[src/rtl/cpu_pkg.sv]
// ----------------------------------------------------------------------------
// cpu_pkg
// Shared definitions for the 5-stage CPU pipeline control:
//   REG_AW    - register-file address width
//   NOP_INSTR - encoding a flushed or bubbled pipeline register carries
//   state_e   - pipeline sequencer state encoding (RUN=0, MEMWAIT=1)
// ----------------------------------------------------------------------------
package cpu_pkg;

    localparam int unsigned REG_AW    = 5;
    localparam logic [31:0] NOP_INSTR = 32'h0000_0000;

    typedef enum logic {
        RUN     = 1'b0,
        MEMWAIT = 1'b1
    } state_e;

endpackage

[src/rtl/hazard_ctrl_if.sv]
// ----------------------------------------------------------------------------
// hazard_ctrl_if
// Bundle between the pipeline datapath and the hazard/sequencer block.
//   master : pipeline side. It drives the decode, EX and MEM stage status and
//            the memory ack, and receives the control outputs.
//   slave  : hazard_ctrl side.
// Decode/EX/MEM status : ID_rA, ID_rB, ID_srcA_vld, ID_srcB_vld, ID_is_br,
//                        ID_br_ctrl, EX_rD, EX_wrEn, EX_memEn, MEM_memEn, mem_ack
// Controls             : mem_req, PC_wrEn, IF_ID_wrEn, IF_ID_flush,
//                        ID_EX_bubble, pipe_freeze, mem_timeout, stall_cycles
// ----------------------------------------------------------------------------
interface hazard_ctrl_if
    import cpu_pkg::*;
#(
    parameter int unsigned REG_AW = cpu_pkg::REG_AW,
    parameter int unsigned CNT_W  = 16
);

    logic [REG_AW-1:0] ID_rA;
    logic [REG_AW-1:0] ID_rB;
    logic              ID_srcA_vld;
    logic              ID_srcB_vld;
    logic              ID_is_br;
    logic              ID_br_ctrl;
    logic [REG_AW-1:0] EX_rD;
    logic              EX_wrEn;
    logic              EX_memEn;
    logic              MEM_memEn;
    logic              mem_ack;

    logic              mem_req;
    logic              PC_wrEn;
    logic              IF_ID_wrEn;
    logic              IF_ID_flush;
    logic              ID_EX_bubble;
    logic              pipe_freeze;
    logic              mem_timeout;
    logic [CNT_W-1:0]  stall_cycles;

    modport master (
        output ID_rA, ID_rB, ID_srcA_vld, ID_srcB_vld, ID_is_br, ID_br_ctrl,
               EX_rD, EX_wrEn, EX_memEn, MEM_memEn, mem_ack,
        input  mem_req, PC_wrEn, IF_ID_wrEn, IF_ID_flush, ID_EX_bubble,
               pipe_freeze, mem_timeout, stall_cycles
    );

    modport slave (
        input  ID_rA, ID_rB, ID_srcA_vld, ID_srcB_vld, ID_is_br, ID_br_ctrl,
               EX_rD, EX_wrEn, EX_memEn, MEM_memEn, mem_ack,
        output mem_req, PC_wrEn, IF_ID_wrEn, IF_ID_flush, ID_EX_bubble,
               pipe_freeze, mem_timeout, stall_cycles
    );

endinterface

[src/rtl/mem_wait_timer.sv]
// ----------------------------------------------------------------------------
// mem_wait_timer
// Counts cycles spent waiting on a MEM-stage access and abandons it after
// MAX_WAIT cycles with a sticky timeout flag.
//   clk, reset     : clock, synchronous active-high reset
//   i_start        : access missed its first cycle. The count loads 1.
//   i_in_wait      : sequencer is in MEMWAIT
//   i_ack          : memory completes the access this cycle
//   o_hold_c       : keep the pipeline frozen this cycle (combinational)
//   o_mem_timeout  : sticky, set when an access is abandoned
// ----------------------------------------------------------------------------
module mem_wait_timer
    import cpu_pkg::*;
#(
    parameter int unsigned MAX_WAIT = 255
) (
    input  logic clk,
    input  logic reset,
    input  logic i_start,
    input  logic i_in_wait,
    input  logic i_ack,
    output logic o_hold_c,
    output logic o_mem_timeout
);

    localparam int unsigned WAIT_W = (MAX_WAIT < 2) ? 1 : $clog2(MAX_WAIT + 1);

    logic [WAIT_W-1:0] r_wait_cnt;
    logic              r_mem_timeout;
    logic              w_below_max;
    logic              w_expire;

    assign w_below_max = (r_wait_cnt < WAIT_W'(MAX_WAIT));
    assign o_hold_c    = i_in_wait & ~i_ack & w_below_max;
    // An ack that arrives on the last allowed cycle still completes the access.
    assign w_expire    = i_in_wait & ~i_ack & ~w_below_max;

    // Wait counter. It is held at zero outside MEMWAIT, and increments are bounded by w_below_max.
    always_ff @(posedge clk) begin
        if (reset) begin
            r_wait_cnt    <= '0;
            r_mem_timeout <= 1'b0;
        end else begin
            if (w_expire) begin
                r_mem_timeout <= 1'b1;
            end
            if (i_start) begin
                r_wait_cnt <= WAIT_W'(1);
            end else if (o_hold_c) begin
                r_wait_cnt <= r_wait_cnt + WAIT_W'(1);
            end else begin
                r_wait_cnt <= '0;
            end
        end
    end

    assign o_mem_timeout = r_mem_timeout;

endmodule

[src/rtl/hazard_ctrl.sv]
// ----------------------------------------------------------------------------
// hazard_ctrl
// Pipeline sequencer for the 5-stage CPU. It sits beside ID and does three things:
//   - It detects load-use and branch-operand hazards. On a hazard it stalls PC and
//     IF/ID and bubbles ID/EX.
//   - It freezes the whole pipeline while a MEM-stage access waits on memory.
//   - It flushes IF/ID on a taken branch resolved in ID.
// Priority is freeze > hazard > flush. The mem_timeout and stall_cycles outputs
// are registered. The other controls are decoded combinationally from the state
// and the inputs.
//   clk, reset : clock, synchronous active-high reset
//   bus        : hazard_ctrl_if.slave (stage status in, pipeline controls out)
// ----------------------------------------------------------------------------
module hazard_ctrl
    import cpu_pkg::*;
#(
    parameter int unsigned REG_AW   = cpu_pkg::REG_AW,
    parameter int unsigned CNT_W    = 16,
    parameter int unsigned MAX_WAIT = 255
) (
    input  logic         clk,
    input  logic         reset,
    hazard_ctrl_if.slave bus
);

    state_e            r_state;
    state_e            w_state_nxt;
    logic [CNT_W-1:0]  r_stall_cycles;

    logic [REG_AW-1:0] w_id_ra;
    logic [REG_AW-1:0] w_id_rb;
    logic [REG_AW-1:0] w_ex_rd;
    logic              w_ld_use;
    logic              w_br_dep;
    logic              w_hz;
    logic              w_freeze;
    logic              w_hold_c;
    logic              w_start;
    logic              w_in_wait;
    logic              w_mem_timeout;

    logic              w_pc_wren;
    logic              w_if_id_wren;
    logic              w_if_id_flush;
    logic              w_id_ex_bubble;
    logic              w_pipe_freeze;
    logic              w_mem_req;

    assign w_id_ra = bus.ID_rA;
    assign w_id_rb = bus.ID_rB;
    assign w_ex_rd = bus.EX_rD;

    // A missing ack freezes the pipe. In RUN that is on the first cycle of the access.
    // In MEMWAIT the timer decides until the access completes or is abandoned.
    assign w_in_wait = (r_state == MEMWAIT);
    assign w_freeze  = w_in_wait ? w_hold_c : (bus.MEM_memEn & ~bus.mem_ack);
    assign w_start   = ~w_in_wait & w_freeze;

    // R0 is compared like any other register.
    assign w_ld_use = bus.EX_memEn & bus.EX_wrEn &
                      ((bus.ID_srcA_vld & (w_ex_rd == w_id_ra)) |
                       (bus.ID_srcB_vld & (w_ex_rd == w_id_rb)));
    assign w_br_dep = bus.ID_is_br & bus.ID_srcB_vld & bus.EX_wrEn & (w_ex_rd == w_id_rb);

    // The hazard is also checked on the cycle a MEMWAIT releases, because ID/EX advances on that cycle.
    assign w_hz = ~w_freeze & (w_ld_use | w_br_dep);

    mem_wait_timer #(
        .MAX_WAIT (MAX_WAIT)
    ) u_mem_wait_timer (
        .clk           (clk),
        .reset         (reset),
        .i_start       (w_start),
        .i_in_wait     (w_in_wait),
        .i_ack         (bus.mem_ack),
        .o_hold_c      (w_hold_c),
        .o_mem_timeout (w_mem_timeout)
    );

    // State register
    always_ff @(posedge clk) begin
        if (reset) begin
            r_state <= RUN;
        end else begin
            r_state <= w_state_nxt;
        end
    end

    // Next state and control decode
    always_comb begin
        w_state_nxt    = r_state;
        w_pc_wren      = 1'b1;
        w_if_id_wren   = 1'b1;
        w_if_id_flush  = 1'b0;
        w_id_ex_bubble = 1'b0;
        w_pipe_freeze  = 1'b0;
        w_mem_req      = bus.MEM_memEn;

        case (r_state)
            RUN:     if (w_freeze)  w_state_nxt = MEMWAIT;
            MEMWAIT: if (!w_freeze) w_state_nxt = RUN;
            default: w_state_nxt = RUN;
        endcase

        if (reset) begin
            w_pc_wren      = 1'b0;
            w_if_id_wren   = 1'b0;
            w_if_id_flush  = 1'b1;
            w_id_ex_bubble = 1'b1;
            w_mem_req      = 1'b0;
        end else if (w_freeze) begin
            w_pc_wren      = 1'b0;
            w_if_id_wren   = 1'b0;
            w_pipe_freeze  = 1'b1;
        end else if (w_hz) begin
            w_pc_wren      = 1'b0;
            w_if_id_wren   = 1'b0;
            w_id_ex_bubble = 1'b1;
        end else if (bus.ID_br_ctrl) begin
            // PC loads the branch target and IF/ID loads a NOP in place of the wrong-path fetch.
            w_if_id_flush  = 1'b1;
        end
    end

    // Saturating count of cycles in which the PC did not advance
    always_ff @(posedge clk) begin
        if (reset) begin
            r_stall_cycles <= '0;
        end else if (!w_pc_wren && (r_stall_cycles != {CNT_W{1'b1}})) begin
            r_stall_cycles <= r_stall_cycles + CNT_W'(1);
        end
    end

    assign bus.mem_req      = w_mem_req;
    assign bus.PC_wrEn      = w_pc_wren;
    assign bus.IF_ID_wrEn   = w_if_id_wren;
    assign bus.IF_ID_flush  = w_if_id_flush;
    assign bus.ID_EX_bubble = w_id_ex_bubble;
    assign bus.pipe_freeze  = w_pipe_freeze;
    assign bus.mem_timeout  = w_mem_timeout;
    assign bus.stall_cycles = r_stall_cycles;

endmodule
[src/flat_wrapper.sv]
// flat-port wrapper written by rule: the top's interface ports become plain ports
module hazard_ctrl_flat import cpu_pkg::*;
#(
    parameter int unsigned REG_AW   = cpu_pkg::REG_AW,
    parameter int unsigned CNT_W    = 16,
    parameter int unsigned MAX_WAIT = 255
)
  (clk, reset, bus_ID_rA, bus_ID_rB, bus_ID_srcA_vld, bus_ID_srcB_vld, bus_ID_is_br, bus_ID_br_ctrl, bus_EX_rD, bus_EX_wrEn, bus_EX_memEn, bus_MEM_memEn, bus_mem_ack, bus_mem_req, bus_PC_wrEn, bus_IF_ID_wrEn, bus_IF_ID_flush, bus_ID_EX_bubble, bus_pipe_freeze, bus_mem_timeout, bus_stall_cycles);
  hazard_ctrl_if #(.REG_AW(REG_AW), .CNT_W(CNT_W)) bus_i ();
  input  logic clk;
  input  logic reset;
  input wire logic [$bits(bus_i.ID_rA)-1:0] bus_ID_rA;
  input wire logic [$bits(bus_i.ID_rB)-1:0] bus_ID_rB;
  input wire logic [$bits(bus_i.ID_srcA_vld)-1:0] bus_ID_srcA_vld;
  input wire logic [$bits(bus_i.ID_srcB_vld)-1:0] bus_ID_srcB_vld;
  input wire logic [$bits(bus_i.ID_is_br)-1:0] bus_ID_is_br;
  input wire logic [$bits(bus_i.ID_br_ctrl)-1:0] bus_ID_br_ctrl;
  input wire logic [$bits(bus_i.EX_rD)-1:0] bus_EX_rD;
  input wire logic [$bits(bus_i.EX_wrEn)-1:0] bus_EX_wrEn;
  input wire logic [$bits(bus_i.EX_memEn)-1:0] bus_EX_memEn;
  input wire logic [$bits(bus_i.MEM_memEn)-1:0] bus_MEM_memEn;
  input wire logic [$bits(bus_i.mem_ack)-1:0] bus_mem_ack;
  output wire logic [$bits(bus_i.mem_req)-1:0] bus_mem_req;
  output wire logic [$bits(bus_i.PC_wrEn)-1:0] bus_PC_wrEn;
  output wire logic [$bits(bus_i.IF_ID_wrEn)-1:0] bus_IF_ID_wrEn;
  output wire logic [$bits(bus_i.IF_ID_flush)-1:0] bus_IF_ID_flush;
  output wire logic [$bits(bus_i.ID_EX_bubble)-1:0] bus_ID_EX_bubble;
  output wire logic [$bits(bus_i.pipe_freeze)-1:0] bus_pipe_freeze;
  output wire logic [$bits(bus_i.mem_timeout)-1:0] bus_mem_timeout;
  output wire logic [$bits(bus_i.stall_cycles)-1:0] bus_stall_cycles;
  assign bus_i.ID_rA = bus_ID_rA;
  assign bus_i.ID_rB = bus_ID_rB;
  assign bus_i.ID_srcA_vld = bus_ID_srcA_vld;
  assign bus_i.ID_srcB_vld = bus_ID_srcB_vld;
  assign bus_i.ID_is_br = bus_ID_is_br;
  assign bus_i.ID_br_ctrl = bus_ID_br_ctrl;
  assign bus_i.EX_rD = bus_EX_rD;
  assign bus_i.EX_wrEn = bus_EX_wrEn;
  assign bus_i.EX_memEn = bus_EX_memEn;
  assign bus_i.MEM_memEn = bus_MEM_memEn;
  assign bus_i.mem_ack = bus_mem_ack;
  assign bus_mem_req = bus_i.mem_req;
  assign bus_PC_wrEn = bus_i.PC_wrEn;
  assign bus_IF_ID_wrEn = bus_i.IF_ID_wrEn;
  assign bus_IF_ID_flush = bus_i.IF_ID_flush;
  assign bus_ID_EX_bubble = bus_i.ID_EX_bubble;
  assign bus_pipe_freeze = bus_i.pipe_freeze;
  assign bus_mem_timeout = bus_i.mem_timeout;
  assign bus_stall_cycles = bus_i.stall_cycles;
  hazard_ctrl #(.REG_AW(REG_AW), .CNT_W(CNT_W), .MAX_WAIT(MAX_WAIT)) u_core (.clk(clk), .reset(reset), .bus(bus_i));
endmodule
[config.mk]
export PLATFORM = sky130hd
export DESIGN_NAME = hazard_ctrl_flat
export DESIGN_NICKNAME = d
export VERILOG_FILES = /design/src/rtl/cpu_pkg.sv /design/src/rtl/hazard_ctrl_if.sv /design/src/rtl/mem_wait_timer.sv /design/src/rtl/hazard_ctrl.sv /design/src/flat_wrapper.sv
export SDC_FILE = /design/constraint.sdc
export NUM_CORES = 1
export LEC_CHECK = 0
export CORE_MARGIN = 1.5
export CORE_UTILIZATION = 40
export DETAILED_ROUTE_END_ITERATION = 16
export DONT_BUFFER_PORTS = 1
export GPL_TIMING_DRIVEN = 0
export SETUP_SLACK_MARGIN = 0.4
export SLEW_MARGIN = 0
export SYNTH_ARGS = -nofsm -noshare
export SYNTH_HDL_FRONTEND = slang
export SYNTH_SLANG_ARGS = --single-unit
export TNS_END_PERCENT = 100
[constraint.sdc]
create_clock -name clk -period 5.45 [get_ports clk]
set_input_delay 1.635 -clock clk [delete_from_list [all_inputs] [get_ports clk]]
set_output_delay 1.635 -clock clk [all_outputs]
set_load 0.005 [all_outputs]
# [Yosys cells after proc, flatten, opt, wreduce, memory -nomap -nowiden]
# Cells that the tools add are included.
[word_totals] out_inout_bits=23 wordCells=50 input_bits=25 regBits=26
[op_classes] order_cmp=1 eq_ne=3 mux=16 add_sub_neg=2 bitwise_logic=20 n_reduce_logical=3
[ops] op="$add 16x1->16 const B" n=1
[ops] op="$mux 1" n=16
[ops] op="$ne 16x16->1 const B" n=1
[ops] op="$and 1x1->1" n=13
[ops] op="$eq 5x5->1" n=2
[ops] op="$add 8x1->8 const B" n=1
[ops] op="$lt 8x8->1 const B" n=1
[ops] op="$not 1->1" n=5
[ops] op="$reduce_or 3->1" n=1
[ops] op="$or 1x1->1" n=2
[ops] op="$logic_and 1x1->1" n=1
[ops] op="$logic_not 1->1" n=1

# [Logic depth before layout (Yosys ltp)]
[depth] word_depth=11 depth_mapped=8 ltp_nobuf=6

# [Hierarchy]
# Synthesis repeated with hierarchy kept, for this count alone.
[hier_totals] cells_unflattened=169 area_unflattened_um2=1425.1
[by_module_without_submodules] mod="hazard_ctrl" n_inst=1 cells_each=126 seq_area_each_um2=340.3 area_per_inst_um2=1026.0
[by_module_without_submodules] mod="mem_wait_timer" n_inst=1 cells_each=43 seq_area_each_um2=180.2 area_per_inst_um2=399.1

# [Least setup slack after synthesis]
# Ideal clock, no wire load.
[synth_path] path_kind="input -> output" start="input port bus_EX_memEn" end="output port bus_IF_ID_flush" t_required_ns=3.815 cell_stages=6 arrival_ns=2.802 n_path_buf=2 setup_slack_ns=1.013 path_cell_list="o211ai_1 -> nor4_4 -> a221oi_2 -> buf_6 -> buf_4 -> a21o_1"
[synth_between] elab_chain_len=7
[synth_lines] item="start, declared" line_no="flat_wrapper.sv:20" source="input wire logic [$bits(bus_i.EX_memEn)-1:0] bus_EX_memEn;"
[synth_lines] item="$and 1x1->1 (2 in series)" line_no="hazard_ctrl.sv:60" source="assign w_ld_use = bus.EX_memEn & bus.EX_wrEn &"
[synth_lines] item="$or 1x1->1" line_no="hazard_ctrl.sv:66" source="assign w_hz = ~w_freeze & (w_ld_use | w_br_dep);"
[synth_lines] item="$and 1x1->1" line_no="hazard_ctrl.sv:66"
[synth_lines] item="$mux 1" line_no="hazard_ctrl.sv:115" source="end else if (w_hz) begin"
[synth_lines] item="$mux 1" line_no="hazard_ctrl.sv:111" source="end else if (w_freeze) begin"
[synth_lines] item="$mux 1" line_no="hazard_ctrl.sv:105" source="if (reset) begin"
[synth_lines] item="end, declared" line_no="flat_wrapper.sv:26" source="output wire logic [$bits(bus_i.IF_ID_flush)-1:0] bus_IF_ID_flush;"
# No other way between the ends.

# [Worst setup path in the final report]
# Same ends and word-level chain as after synthesis.

==> results.json <==
{
  "synth_area_um2": 1500,
  "whs_ps": 526,
  "wire_per_inst_um": 14.9,
  "finalSetupViolCount": 0,
  "vdd_drop_max_mv": 0.117,
  "cp.arrival_ps": 3060,
  "worstPathRequired_ps": 3820,
  "ys_seq_elements": 26,
  "path_clk_slew_ps": 90,
  "drtPass1Iterations": 6,
  "globalRouteTotalUtil": 0.168,
  "fin_tns_setup_ps": 0,
  "pin_count": 48,
  "p_leak_nw": 0.511,
  "synth_top_area_frac": 0.346,
  "clock-sinks": 26,
  "vias_per_cell": 5.83,
  "slew_headroom": 0.639,
  "rows": 22,
  "gp_congestion": 0.797,
  "die_w_um": 64.3,
  "cp_cell_sequence": "o211ai_1 > nor4_4 > a221oi_2 > buf_6 > buf_4 > a21o_1",
  "grt_pass1_vias": 1208,
  "avgSynthCellArea_um2": 8.64,
  "finalHoldViolations": 0,
  "grt_pass1_wl_mm": 5.50,
  "place_hpwl_mm": 2.54,
  "finalClockSkew_ps": 3.71,
  "cpPeakStageDelay_ps": 520,
  "path_class": "in2out",
  "worstHoldEndpoint": "u_core.u_mem_wait_timer.r_wait_cnt[0]",
  "grt_max_degree": 14,
  "cts_setup_buffers": 0,
  "core_area_um2": 3630,
  "async_flop_share": 0,
  "area_growth_pct": 6.74,
  "num-fill-cells": 374,
  "routed_wl_mm": 3.34,
  "cts_resized": 0,
  "synth_edf_count": 0,
  "netlist_top_cells_area": "dfxtp_1 35%, xor2_1 6.4%, nor2_1 5.5%",
  "yosysUniqueCellTypes": 44,
  "vias": 1312,
  "dieArea_um2": 4130,
  "fin_area_um2": 1600,
  "diodes": 0,
  "p_per_area_nw_per_um2": 210,
  "multi_input_area_um2": 921,
  "io_buffer_count": 0,
  "worstMarginPinSlew_ps": 541,
  "synthesis.nets": 201,
  "cts_buffers": 3,
  "drive_above_1_share": 0.0904,
  "fmax_mhz": 213,
  "hp-class": "reg2reg",
  "slew_violations": 0,
  "syn-instance-count": 174,
  "end_kind": "output pin",
  "total_power_mw": 0.336,
  "ys_seq_area_frac": 0.346,
  "worst_r2r_path_depth": 7,
  "yosys_warnings": 0,
  "postPlaceCellArea_um2": 1560,
  "worstPathMaxFanout": 10,
  "fin_crit_sh": 0.862,
  "drc": 0,
  "final_cell_mix": "26 x dfxtp_1, 22 x nor2_1, 11 x xor2_1",
  "drt_iter0_markers": 75,
  "htreeDepth": 1,
  "worstSetupStartpointType": "primary input",
  "period_needed_ps": 4700,
  "clock_path_buffers": 2,
  "worst_r2r_startpoint": "u_core.bus.stall_cycles[0]",
  "die_y_um": 64.3,
  "overflow": 0,
  "final_common_cell": "dfxtp_1",
  "ctsRootBufferMaster": "clkbuf_8",
  "synth_top_cell_by_area": "dfxtp_1",
  "clock_latency_ps": 260,
  "regArea_um2": 520,
  "maxCapViolCount": 0,
  "start_util": 0.414,
  "cts_tree": "built",
  "timing.rr.end": "u_core.bus.stall_cycles[0]",
  "finish.net_count": 206,
  "reg2reg_slack_ps": 3130,
  "min-delay-start": "u_core.u_mem_wait_timer.r_wait_cnt[0]",
  "rsz0062_at_grt": "false",
  "synth-main-ff-cell": "dfxtp_1",
  "hold_path_depth": 1,
  "antenna_found_initial": 0,
  "fin_util": 0.441,
  "cts_hold_buf": 0,
  "status": "finished clean",
  "ant_nets": 0,
  "critPathSlowestCell": "a221oi_2"
}
==> worst max-delay path by stage <==
stage / from / to / slack, ps
detailed placement: bus_EX_memEn / bus_IF_ID_flush / 740
global route: bus_EX_memEn / bus_IF_ID_flush / 650
floorplan: bus_EX_memEn / bus_IF_ID_flush / 1010
global placement: bus_EX_memEn / bus_IF_ID_flush / 770
CTS: bus_EX_memEn / bus_IF_ID_flush / 730
finish: bus_EX_memEn / bus_IF_ID_flush / 750
==> logic make-up after synthesis <==
group,count (synthesis),synth area share
mux,6,0.0441
flops,26,0.346
xor+xnor,16,0.0933
buf+inv,12,0.0408
fa+ha+maj,2,0.0167
compound gates,30,0.142
simple gates,82,0.317
==> power by group <==
group,switching [mW],internal [mW],leakage [nW]
Combinational,0.0204,0.0135,0.280
Clock,0.0578,0.0494,0.0216
Sequential,0.00319,0.192,0.210
Total,0.0814,0.255,0.511
==> state kept, by name, summed over array words and instances (netlist names) <==
register                               cells
u_core.u_mem_wait_timer.r_wait_cnt         8
u_core.r_state                             1
u_core.bus.stall_cycles                   16
u_core.u_mem_wait_timer.o_mem_timeout      1
==> cell type report <==
class / instances / area share
multi-input combinational: 136 / 0.574
sequential: 26 / 0.324
buffer: 8 / 0.0289
tap: 48 / 0.0374
clock buffer: 3 / 0.0257
inverter: 4 / 0.00936
==> cells in the mapped netlist (2+ instances only) <==
library cell  number
a21oi_1            9
mux2_2             3
buf_4              2
nand2b_1           2
nor4_1             2
nand4_1            3
o31ai_1            8
a31oi_1            2
nor4_4             2
mux2_1             2
nor3_1             4
nand2_1           10
and4_1             2
xor2_1            11
xnor2_1            5
dfxtp_1           26
nor2b_1            7
ha_1               2
inv_1              4
clkbuf_1           4
and3_1             2
nand3_1           10
nor4b_1            2
or4_1              7
nor2_1            22
and2_1             3
==> critical path: cells and delay by family <==
| kind | cells | cell delay, ps |
|---|---|---|
| buffers and inverters | 2 | 390 |
| AO/OA/AOI/OAI | 3 | 940 |
| AND/OR/NAND/NOR | 1 | 100 |
==> metrics by stage <==
stage	std cells	worst slack, ps
global route	225	649
floorplan	174	1010
detailed placement	222	739
CTS	225	733
finish	225	752
global placement	222	772
==> routing by layer <==
layer  vias to the layer above  GRT usage  routed length, um
met5                         -          0                  0
li1                        640          -                  -
met1                       642      0.195               1410
met3                         2     0.0352                132
met4                         0     0.0532                 29
met2                        28      0.306               1780
(Power assumes the default switching activity.)
==> edit, RTL diff (config.mk and constraints unchanged) <==
`MAX_WAIT` is set to 255 in 3 places; all go to 510.
--- a/src/rtl/mem_wait_timer.sv
+++ b/src/rtl/mem_wait_timer.sv
@@ -13,5 +13,5 @@
     import cpu_pkg::*;
 #(
-    parameter int unsigned MAX_WAIT = 255
+    parameter int unsigned MAX_WAIT = 510
 ) (
     input  logic clk,
--- a/src/rtl/hazard_ctrl.sv
+++ b/src/rtl/hazard_ctrl.sv
@@ -17,5 +17,5 @@
     parameter int unsigned REG_AW   = cpu_pkg::REG_AW,
     parameter int unsigned CNT_W    = 16,
-    parameter int unsigned MAX_WAIT = 255
+    parameter int unsigned MAX_WAIT = 510
 ) (
     input  logic         clk,
--- a/src/flat_wrapper.sv
+++ b/src/flat_wrapper.sv
@@ -4,5 +4,5 @@
     parameter int unsigned REG_AW   = cpu_pkg::REG_AW,
     parameter int unsigned CNT_W    = 16,
-    parameter int unsigned MAX_WAIT = 255
+    parameter int unsigned MAX_WAIT = 510
 )
   (clk, reset, bus_ID_rA, bus_ID_rB, bus_ID_srcA_vld, bus_ID_srcB_vld, bus_ID_is_br, bus_ID_br_ctrl, bus_EX_rD, bus_EX_wrEn, bus_EX_memEn, bus_MEM_memEn, bus_mem_ack, bus_mem_req, bus_PC_wrEn, bus_IF_ID_wrEn, bus_IF_ID_flush, bus_ID_EX_bubble, bus_pipe_freeze, bus_mem_timeout, bus_stall_cycles);
Function: no difference found for any inputs over 10 cycles, from zero or initial values and one cycle with reset high; that may be too few to reach the edited logic, so the function may still have changed.
==> edit against the unedited design <==
  * Count of clock-buffer cells in the layout grew 1
  * Wire length shrank 3.2%
  * Sequential share of layout area grew 3.6 points
  * Clock skew grew 0.0033 ns
  * Worst setup slack gained 0.26 ns
  * Synthesized cell count shrank 4.0%
  * Non-clock buffer count is the same
  * Clock power shrank 19%
  * Power shrank 5.7%
  * Area after synthesis shrank 5.9%
  * Combinational power shrank 18%
  * Design area shrank 6.6%
  * Die area shrank 5.6%
  * Sequential cell count grew 1
  * Critical endpoint is now bus_PC_wrEn
==> edit: results <==
[power]
p_int_mw = 0.2399
p_leak_nw = 0.5057
ir_worst_vdd_mv = 0.1168
pg_seq_mw = 0.203
p_seq_frac = 0.639
pwr-share-clk = 0.273

[global_routing]
grt_max_degree = 15
grtUsageTotal = 0.1717
grtUsageMet2 = 0.2876
grt_pass1_vias = 1178
met1_usage = 0.2225
grt_pass1_wl_um = 5430

[final_layout]
final_nets = 199
drive_gt1_frac = 0.06433
fillers = 355

[clocking]
clkLatencyLatePin_ns = 0.32
path_clk_slew_ns = 0.14
h-tree-depth = 1
clk_path_buf_depth = 2
root_buffer = "clkbuf_4"

[place]
place_area_mm2 = 0.001471
dp_hpwl_um = 2473
place_inst = 213

[synthesis]
synth_compound_area_frac = 0.1425
yosysSeqAreaShare = 0.3823
synthAdderAreaFrac = 0.01770
syn_avg_cell_area_um2 = 8.466
synth_area_leaders = "dfxtp_1 38%, xor2_1 8.7%, nor2_1 5.0%"
ys_types = 39
ys.flop_type = "dfxtp_1"
netlist_top_cells_count = "27 x dfxtp_1, 19 x nor2_1, 14 x xor2_1, 12 x a21oi_1, 12 x nand3_1"
muxShareOfSynthArea = 0.01504
synth_xor_area_frac = 0.1115
synth_nets = 194

[timing]
worstMarginPinSlew_ns = 0.5372
final.setup_skew_ns = 0.006999

[critical_path]
rr_worst_depth = 9
cp_max_fo = 5
max_stage_delay_ns = 0.29
arrival_ns = 2.80
crit_slowest_cell = "nor4_1"
crit_family = "simple AND/OR/NAND/NOR gates"

[routing]
met1_length_um = 1475
firstDrtPassIters = 4
wl_um = 3235
drc_errors = 0
avgViaCountPerCell = 5.622
met2WireLength_um = 1519
met3_length_um = 218

[worst_hold_path]
holdPathStages = 2

[status]
status = "completed"
-- edit: cell count changes after synthesis, sizes merged, moves of 4 or more --
cell	before	now
or4	7	3
o21ai	1	9
or3	0	9
nor2b	7	1
mux2	5	1
o31ai	8	2
-- edit: path summary, 6_finish.rpt --
kind / start / to / slack (ns)
max reg2reg: u_core.bus.stall_cycles[0] / u_core.bus.stall_cycles[1] / 2.95
max: bus_ID_rA[0] / bus_PC_wrEn / 1.01
min: u_core.u_mem_wait_timer.o_mem_timeout / u_core.u_mem_wait_timer.o_mem_timeout / 0.54
min reg2reg: u_core.u_mem_wait_timer.o_mem_timeout / u_core.u_mem_wait_timer.o_mem_timeout / 0.54
-- edit: final cells by class --
class / instances / area (µm²) / area share
tap: 46 / 57.56 / 0.03843
buffer: 8 / 50.05 / 0.03342
clock buffer: 4 / 26.28 / 0.01754
multi-input combinational: 128 / 808.3 / 0.5397
inverter: 4 / 15.01 / 0.01003
sequential: 27 / 540.5 / 0.3609
